==> config.mk <==
export PLATFORM = sky130hd
export DESIGN_NAME = io_input_conditioner
export DESIGN_NICKNAME = d
export VERILOG_FILES = /design/src/rtl/io_input_conditioner.sv
export SDC_FILE = /design/constraint.sdc
export NUM_CORES = 2
export LEC_CHECK = 0
export CORE_AREA = 10 10 231 277
export CTS_BUF_LIST = sky130_fd_sc_hd__clkbuf_4
export CTS_CLUSTER_SIZE = 14
export DETAILED_ROUTE_END_ITERATION = 8
export DIE_AREA = 0 0 241 287
export PLACE_DENSITY = 0.78
export SKIP_LAST_GASP = 1
export SLEW_MARGIN = 30
export SYNTH_ARGS = -nofsm -noshare
export SYNTH_HDL_FRONTEND = slang
export SYNTH_SLANG_ARGS = --single-unit
==> constraint.sdc <==
create_clock -name i_clk -period 22.2 [get_ports i_clk]
set_clock_uncertainty 0.2 [all_clocks]
set_input_delay 2.22 -clock i_clk [delete_from_list [all_inputs] [get_ports i_clk]]
set_output_delay 2.22 -clock i_clk [all_outputs]
set_load 0.1 [all_outputs]
==> src/rtl/io_input_conditioner.sv <==
// io_input_conditioner: synchronises and debounces board switches and
// push-buttons. It keeps sticky press/release flags for the buttons and
// exposes everything through a four-word registered-read window.
module io_input_conditioner #(
  parameter int SW_W           = 32,
  parameter int BTN_W          = 4,
  parameter int SYNC_STAGES    = 2,
  parameter int DB_CYCLES      = 50000,
  parameter int DB_CNT_W       = 16,
  parameter bit BTN_ACTIVE_LOW = 1'b1
) (
  input  logic             i_clk,
  input  logic             i_rst,
  input  logic [SW_W-1:0]  i_io_sw,
  input  logic [BTN_W-1:0] i_io_btn,
  input  logic             i_sel,
  input  logic             i_we,
  input  logic [1:0]       i_addr,
  input  logic [31:0]      i_wdata,
  output logic [31:0]      o_rdata,
  output logic             o_rvld,
  output logic [SW_W-1:0]  o_sw_db,
  output logic [BTN_W-1:0] o_btn_db,
  output logic [BTN_W-1:0] o_btn_press,
  output logic             o_irq
);

  // Last count value before a new level is accepted.
  localparam logic [DB_CNT_W-1:0] DB_LAST = DB_CNT_W'(DB_CYCLES - 1);
  localparam logic [DB_CNT_W-1:0] CNT_ONE = DB_CNT_W'(1);

  // Buttons are flipped to "1 = pressed" before they enter the synchroniser,
  // so every later stage works in logical polarity.
  logic [BTN_W-1:0] btn_logical;
  assign btn_logical = BTN_ACTIVE_LOW ? ~i_io_btn : i_io_btn;

  logic [SW_W-1:0]     sw_sync  [SYNC_STAGES];
  logic [BTN_W-1:0]    btn_sync [SYNC_STAGES];
  logic [SW_W-1:0]     sw_s;
  logic [BTN_W-1:0]    btn_s;
  logic [SW_W-1:0]     sw_db;
  logic [BTN_W-1:0]    btn_db;
  logic [DB_CNT_W-1:0] sw_cnt  [SW_W];
  logic [DB_CNT_W-1:0] btn_cnt [BTN_W];
  logic [SW_W-1:0]     sw_accept;
  logic [BTN_W-1:0]    btn_accept;
  logic [BTN_W-1:0]    btn_rise;
  logic [BTN_W-1:0]    btn_fall;
  logic [BTN_W-1:0]    press_flag;
  logic [BTN_W-1:0]    release_flag;
  logic [BTN_W-1:0]    press_pulse;
  logic [BTN_W-1:0]    clr_press;
  logic [BTN_W-1:0]    clr_release;
  logic [31:0]         rd_mux;
  logic                unused_wdata;

  // Plain flop chain per channel with no logic between stages.
  always_ff @(posedge i_clk or posedge i_rst) begin
    if (i_rst) begin
      for (int k = 0; k < SYNC_STAGES; k++) begin
        sw_sync[k]  <= '0;
        btn_sync[k] <= '0;
      end
    end else begin
      sw_sync[0]  <= i_io_sw;
      btn_sync[0] <= btn_logical;
      for (int k = 1; k < SYNC_STAGES; k++) begin
        sw_sync[k]  <= sw_sync[k-1];
        btn_sync[k] <= btn_sync[k-1];
      end
    end
  end

  assign sw_s  = sw_sync[SYNC_STAGES-1];
  assign btn_s = btn_sync[SYNC_STAGES-1];

  // A channel accepts its new level once it has differed for DB_CYCLES edges.
  always_comb begin
    sw_accept  = '0;
    btn_accept = '0;
    for (int i = 0; i < SW_W; i++)
      sw_accept[i] = (sw_s[i] != sw_db[i]) && (sw_cnt[i] == DB_LAST);
    for (int i = 0; i < BTN_W; i++)
      btn_accept[i] = (btn_s[i] != btn_db[i]) && (btn_cnt[i] == DB_LAST);
  end

  assign btn_rise = btn_accept & btn_s;
  assign btn_fall = btn_accept & ~btn_s;

  // Switch debounce: any return to the accepted level restarts the count.
  always_ff @(posedge i_clk or posedge i_rst) begin
    if (i_rst) begin
      sw_db <= '0;
      for (int i = 0; i < SW_W; i++) sw_cnt[i] <= '0;
    end else begin
      for (int i = 0; i < SW_W; i++) begin
        if (sw_s[i] == sw_db[i]) begin
          sw_cnt[i] <= '0;
        end else if (sw_accept[i]) begin
          sw_db[i]  <= sw_s[i];
          sw_cnt[i] <= '0;
        end else begin
          sw_cnt[i] <= sw_cnt[i] + CNT_ONE;
        end
      end
    end
  end

  // Button debounce: same rule as the switches, in logical polarity.
  always_ff @(posedge i_clk or posedge i_rst) begin
    if (i_rst) begin
      btn_db <= '0;
      for (int i = 0; i < BTN_W; i++) btn_cnt[i] <= '0;
    end else begin
      for (int i = 0; i < BTN_W; i++) begin
        if (btn_s[i] == btn_db[i]) begin
          btn_cnt[i] <= '0;
        end else if (btn_accept[i]) begin
          btn_db[i]  <= btn_s[i];
          btn_cnt[i] <= '0;
        end else begin
          btn_cnt[i] <= btn_cnt[i] + CNT_ONE;
        end
      end
    end
  end

  assign clr_press   = (i_sel && i_we && i_addr == 2'd2) ? i_wdata[BTN_W-1:0] : '0;
  assign clr_release = (i_sel && i_we && i_addr == 2'd3) ? i_wdata[BTN_W-1:0] : '0;
  assign unused_wdata = ^i_wdata;

  // Sticky flags; a new event on the same edge as a clear keeps the bit set.
  always_ff @(posedge i_clk or posedge i_rst) begin
    if (i_rst) begin
      press_flag   <= '0;
      release_flag <= '0;
      press_pulse  <= '0;
    end else begin
      press_flag   <= (press_flag & ~clr_press) | btn_rise;
      release_flag <= (release_flag & ~clr_release) | btn_fall;
      press_pulse  <= btn_rise;
    end
  end

  // Read mux sees pre-edge register state; unused upper bits read as zero.
  always_comb begin
    rd_mux = '0;
    case (i_addr)
      2'd0:    rd_mux[SW_W-1:0]  = sw_db;
      2'd1:    rd_mux[BTN_W-1:0] = btn_db;
      2'd2:    rd_mux[BTN_W-1:0] = press_flag;
      default: rd_mux[BTN_W-1:0] = release_flag;
    endcase
  end

  // Registered read port; data holds between reads.
  always_ff @(posedge i_clk or posedge i_rst) begin
    if (i_rst) begin
      o_rdata <= '0;
      o_rvld  <= 1'b0;
    end else begin
      o_rvld <= i_sel & ~i_we;
      if (i_sel && !i_we) o_rdata <= rd_mux;
    end
  end

  assign o_sw_db     = sw_db;
  assign o_btn_db    = btn_db;
  assign o_btn_press = press_pulse;
  assign o_irq       = |press_flag;

endmodule

Word-level counts from Yosys, hierarchy flattened
Index checks and enable logic that the tools add are counted.
{ "op_classes": {"add_sub_neg": 36, "eq_ne": 111, "mux": 76, "n_bitwise": 48, "reduce_logical": 79} }
{ "op_table": {"columns": ["operator", "count"], "rows": [
  ["$mux W16", 72],
  ["$add A16 B1 Y16 const B", 36],
  ["$eq A16 B16 Y1 const B", 36],
  ["$reduce_and A2 Y1", 36],
  ["$logic_and A1 B1 Y1", 40],
  ["$not A1 Y1", 37],
  ["$eq A1 B1 Y1", 36],
  ["$ne A1 B1 Y1", 36],
  ["$mux W28", 1],
  ["$and A4 B4 Y4", 4],
  ["$not A4 Y4", 4],
  ["$pmux W4 S3", 1],
  ["$mux W4", 2],
  ["$or A4 B4 Y4", 2],
  ["$eq A2 B2 Y1 const B", 2],
  ["$reduce_or A4 Y1", 1],
  ["$eq A2 B1 Y1 const B", 1],
  ["$logic_not A2 Y1", 1],
  ["$and A1 B1 Y1", 1],
  ["$logic_not A1 Y1", 1]
]} }
{ "totals": {"reg_bits": 729, "in_bits": 74, "elab_cells": 431} }

Depth between registers and ports, before layout
{ "logic_depth": {"word_depth": 6, "depth_mapped": 6, "ltp_nobuf": 5} }

Worst setup path after synthesis
OpenSTA, ideal clock, no wires.
{ "synth_path": {"path_type": "input to register", "from": "input i_we", "to": "register o_rdata[10]", "setup_ps": 69, "arrival_ps": 3551, "required_time_ps": 21931, "slack_ps": 18380, "stages": 5, "path_buffers": 2, "cell_sequence": "nand2b_1 -> clkbuf_1 -> nor3_1 -> clkbuf_1 -> a22o_1"} }
{ "synth_between": {"elab_chain_len": 2} }
{ "synth_rtl": {"columns": ["element", "line_no", "rtl"], "rows": [
  ["start: declaration", "17", "input logic i_we,"],
  ["$logic_not A1 Y1", "163", "if (i_sel && !i_we) o_rdata <= rd_mux;"],
  ["$logic_and A1 B1 Y1", "163", null],
  ["end signal: assignment", "163", null],
  ["end: declaration", "20", "output logic [31:0] o_rdata,"]
]} }
Every way passes these cells.
A chain may end at the register's enable or synchronous reset.

Worst setup path after layout
{ "layout_path": {"from": "register press_flag[2]", "to": "output o_irq"} }
{ "layout_between": {"elab_chain_len": 1} }
{ "layout_rtl": {"columns": ["element", "line_no", "rtl"], "rows": [
  ["start: declaration", "49", "logic [BTN_W-1:0] press_flag;"],
  ["start signal: assignment", "139", "press_flag <= (press_flag & ~clr_press) | btn_rise;"],
  ["$reduce_or A4 Y1", "170", "assign o_irq = |press_flag;"],
  ["end: declaration", "25", "output logic o_irq"]
]} }
Every way passes these cells.

==> flow_summary.json <==
{
  "grt_pass1_vias": 23500,
  "cts_hold_buf": 0,
  "hold_viol": 0,
  "ant_nets": 0,
  "io_pins": 148,
  "fillers": 4652,
  "fp.dieW_um": 241,
  "slowest_delay_ps": 990,
  "fmax_mhz": 190,
  "cp_num_cells": 2,
  "status": "completed",
  "synthToLayoutAreaGrowth_pct": 13.9,
  "cts_setup_buffers": 0,
  "max-slew-margin-rel_pct": 32.1,
  "drive_above_1_share_pct": 10.2,
  "seq_area_frac_synth_pct": 55.2,
  "cp_slowest_cell": "clkdlybuf4s50_1",
  "grt_max_degree": 191,
  "synth_edf_count": 0,
  "dr_total_vias": 23400,
  "stdcell_area_um2": 37700,
  "drc": 0,
  "die_area_um2": 69200,
  "hold_depth": 0,
  "fp.dieH_um": 287,
  "routed_wl_um": 60800,
  "worstSetupPathType": "register to primary output",
  "synth_ff_type": "dfrtp_1",
  "h-tree-depth": 4,
  "layout_min_cycle_time_ps": 5280,
  "pre_cts_slack_ps": 16250,
  "wl_met3_um": 2490,
  "fin_setup_tns_ps": 0,
  "grt_usage_pct": 18.2,
  "initial_utilization_pct": 56.7,
  "placed_cells": 4015,
  "clockRootBuffer": "clkbuf_4",
  "cts_buffer_depth": 3,
  "wl_met1_um": 26800,
  "top_layer": "met4",
  "reg2reg_depth": 4,
  "fin_crit_sh_pct": 23.8,
  "grt_pass1_wl_um": 107000,
  "place.gp.congestion": 0.839,
  "drv_cap": 0,
  "path_max_fanout": 3,
  "setup_violations": 0,
  "path_cells": "or4_1 > clkdlybuf4s50_1",
  "fin_ws_ps": 16920,
  "syn_nets": 3292,
  "p_per_area_nw_per_um2": 69.6,
  "clk_latency_ps": 970,
  "fin_nets": 3565,
  "cp.arrival_ps": 2860,
  "critPathTopFamily": "buffers and inverters",
  "hold_path_class": "register to register",
  "port_buffers": 119,
  "yosysUniqueCellTypes": 44,
  "antenna_found_initial": 1,
  "core_area_um2": 58300,
  "ctsResizeCount": 0,
  "drt-initial-drc-count": 1038,
  "dpl-instance-area_um2": 35200,
  "p_leak_nw": 15.4,
  "worstMarginPinSlew_ps": 1020,
  "hpwl_um": 39900,
  "first_pass_iters": 5,
  "slew_viol_final": 0,
  "cp-start-kind": "register",
  "synth_area_per_cell_um2": 10.4,
  "ys_warn_count": 0,
  "route.met2.wl_um": 30500,
  "gr-total-overflow": 0,
  "rows": 97,
  "clock_sinks": 729,
  "ir_worst_vdd_uv": 56.9,
  "synth-seq-cells": 729,
  "worstSetupEndpointType": "primary output",
  "via_per_inst": 5.41,
  "worstPathRequired_ps": 19780,
  "cts_made_buffers": 179,
  "cts_tree": "built",
  "synthCells": 3182,
  "async_reset_ff_share_pct": 100,
  "final_cells": 4325,
  "clk_pin_slew_ps": 60,
  "rsz0062_at_grt": "false",
  "cp_num_buf_inv": 1,
  "netlist_area_um2": 33000,
  "wl_per_cell_um": 14.1,
  "whs_ps": 146
}
## state kept, by name, summed over array words and instances (netlist names)
| name | cells |
|---|---|
| btn_cnt | 64 |
| btn_s | 4 |
| btn_sync | 4 |
| o_btn_db | 4 |
| o_btn_press | 4 |
| o_rdata | 32 |
| o_rvld | 1 |
| o_sw_db | 32 |
| press_flag | 4 |
| release_flag | 4 |
| sw_cnt | 512 |
| sw_s | 32 |
| sw_sync | 32 |
## logic make-up after synthesis
kind of cell    share of synthesized area, %
compound gates                          2.05
xor+xnor                                14.0
fa+ha+maj                               1.36
buf+inv                                 1.89
flops                                   55.2
mux                                     1.65
simple gates                            23.9
## routing by layer
layer	GRT usage, %	up-vias
met1	22.1	11400
met2	30.5	324
met3	4.69	93
li1	-	11600
met5	0	-
met4	6.88	0
## placed cells by master, fill, tap and decap left out, types with 4 or more instances in the layout
master and instances:
clkdlybuf4s50_1 116, o41ai_2 4, inv_2 4, mux4_2 4, xnor2_1 426, ha_1 36, a31o_2 6, nor4bb_1 19
xor2_1 102, o31ai_4 15, nand2b_1 7, dfrtp_1 729, clkbuf_4 240, nor4b_1 7, nor3_1 132, mux2_2 39
nand3_1 189, buf_4 13, clkinv_2 10, or3_1 21, inv_1 112, nand2_1 159, a22o_1 28, or4bb_1 12
or4_1 29, nor4_1 146, and2_1 16, nand4bb_1 15, and3_1 26, nand4_1 148, or2_2 4, and4_1 4
a21o_1 4, clkinv_1 40, o21ai_0 4, bufinv_16 10, a21oi_1 12, nor2_1 667, o31ai_1 4
## Yosys cell counts (6+ instances only)
library cell / n / area (µm²)
buf_2: 24 / 120
xor2_1: 102 / 893
nor2_1: 667 / 2500
or4_1: 29 / 218
nor4_1: 146 / 913
inv_1: 113 / 424
nand3_1: 189 / 946
mux2_2: 39 / 439
nor4b_1: 7 / 61.3
nor3_1: 133 / 666
ha_1: 36 / 450
xnor2_1: 426 / 3730
nand2b_1: 8 / 50.1
nor4bb_1: 19 / 190
a22o_1: 28 / 245
nand4_1: 148 / 926
o31ai_2: 15 / 188
and2_1: 16 / 100
nand4bb_1: 15 / 169
and3_1: 26 / 163
a31o_2: 6 / 52.6
clkbuf_1: 16 / 60.1
dfrtp_1: 729 / 18200
or4bb_1: 12 / 135
a21oi_1: 12 / 60.1
or3_1: 21 / 131
nand2_1: 159 / 597
## worst reg2reg max path, cell delays in order, from the launching register on
cell and delay, ps:
dfrtp_1 430, or4_1 540, or4_1 570, o21ai_2 480, nor2_1 120
## final timing paths
path	from	to	slack [ps]
hold reg to reg	sw_sync[45]	sw_s[13]	150
setup reg to reg	btn_cnt[60]	btn_cnt[58]	19700
setup / recovery	press_flag[2]	o_irq	16920
hold / removal	sw_sync[45]	sw_s[13]	150
max in group asynchronous	i_rst	o_rdata[7]	17630
min in group asynchronous	i_rst	sw_cnt[460]	1510
## metrics by stage
step / power (mW) / utilization (%)
CTS: 2.67 / 64.5
detailed placement: 1.50 / 60.5
finish: 2.62 / 64.6
floorplan: 1.46 / -
global route: 2.76 / 64.6
global placement: 1.49 / 60.3
## layout make-up
type	count	area, µm²	area share, %
clock inverters	68	549	1.46
repair buffers	136	1360	3.61
flip-flops and latches	729	18200	48.4
well taps	742	928	2.47
multi-input cells	2296	14300	38.1
clock buffers	240	1800	4.79
diodes	1	2.50	0.00665
inverters	113	428	1.14
## report_power, final
group / internal (mW) / switching, mW / leakage [nW]
logic: 0.0315 / 0.0651 / 4.09
clock network: 0.620 / 0.530 / 1.38
registers: 1.35 / 0.0210 / 9.92
total: 2.00 / 0.616 / 15.4
No activity file was read; power rests on OpenSTA's default activity.
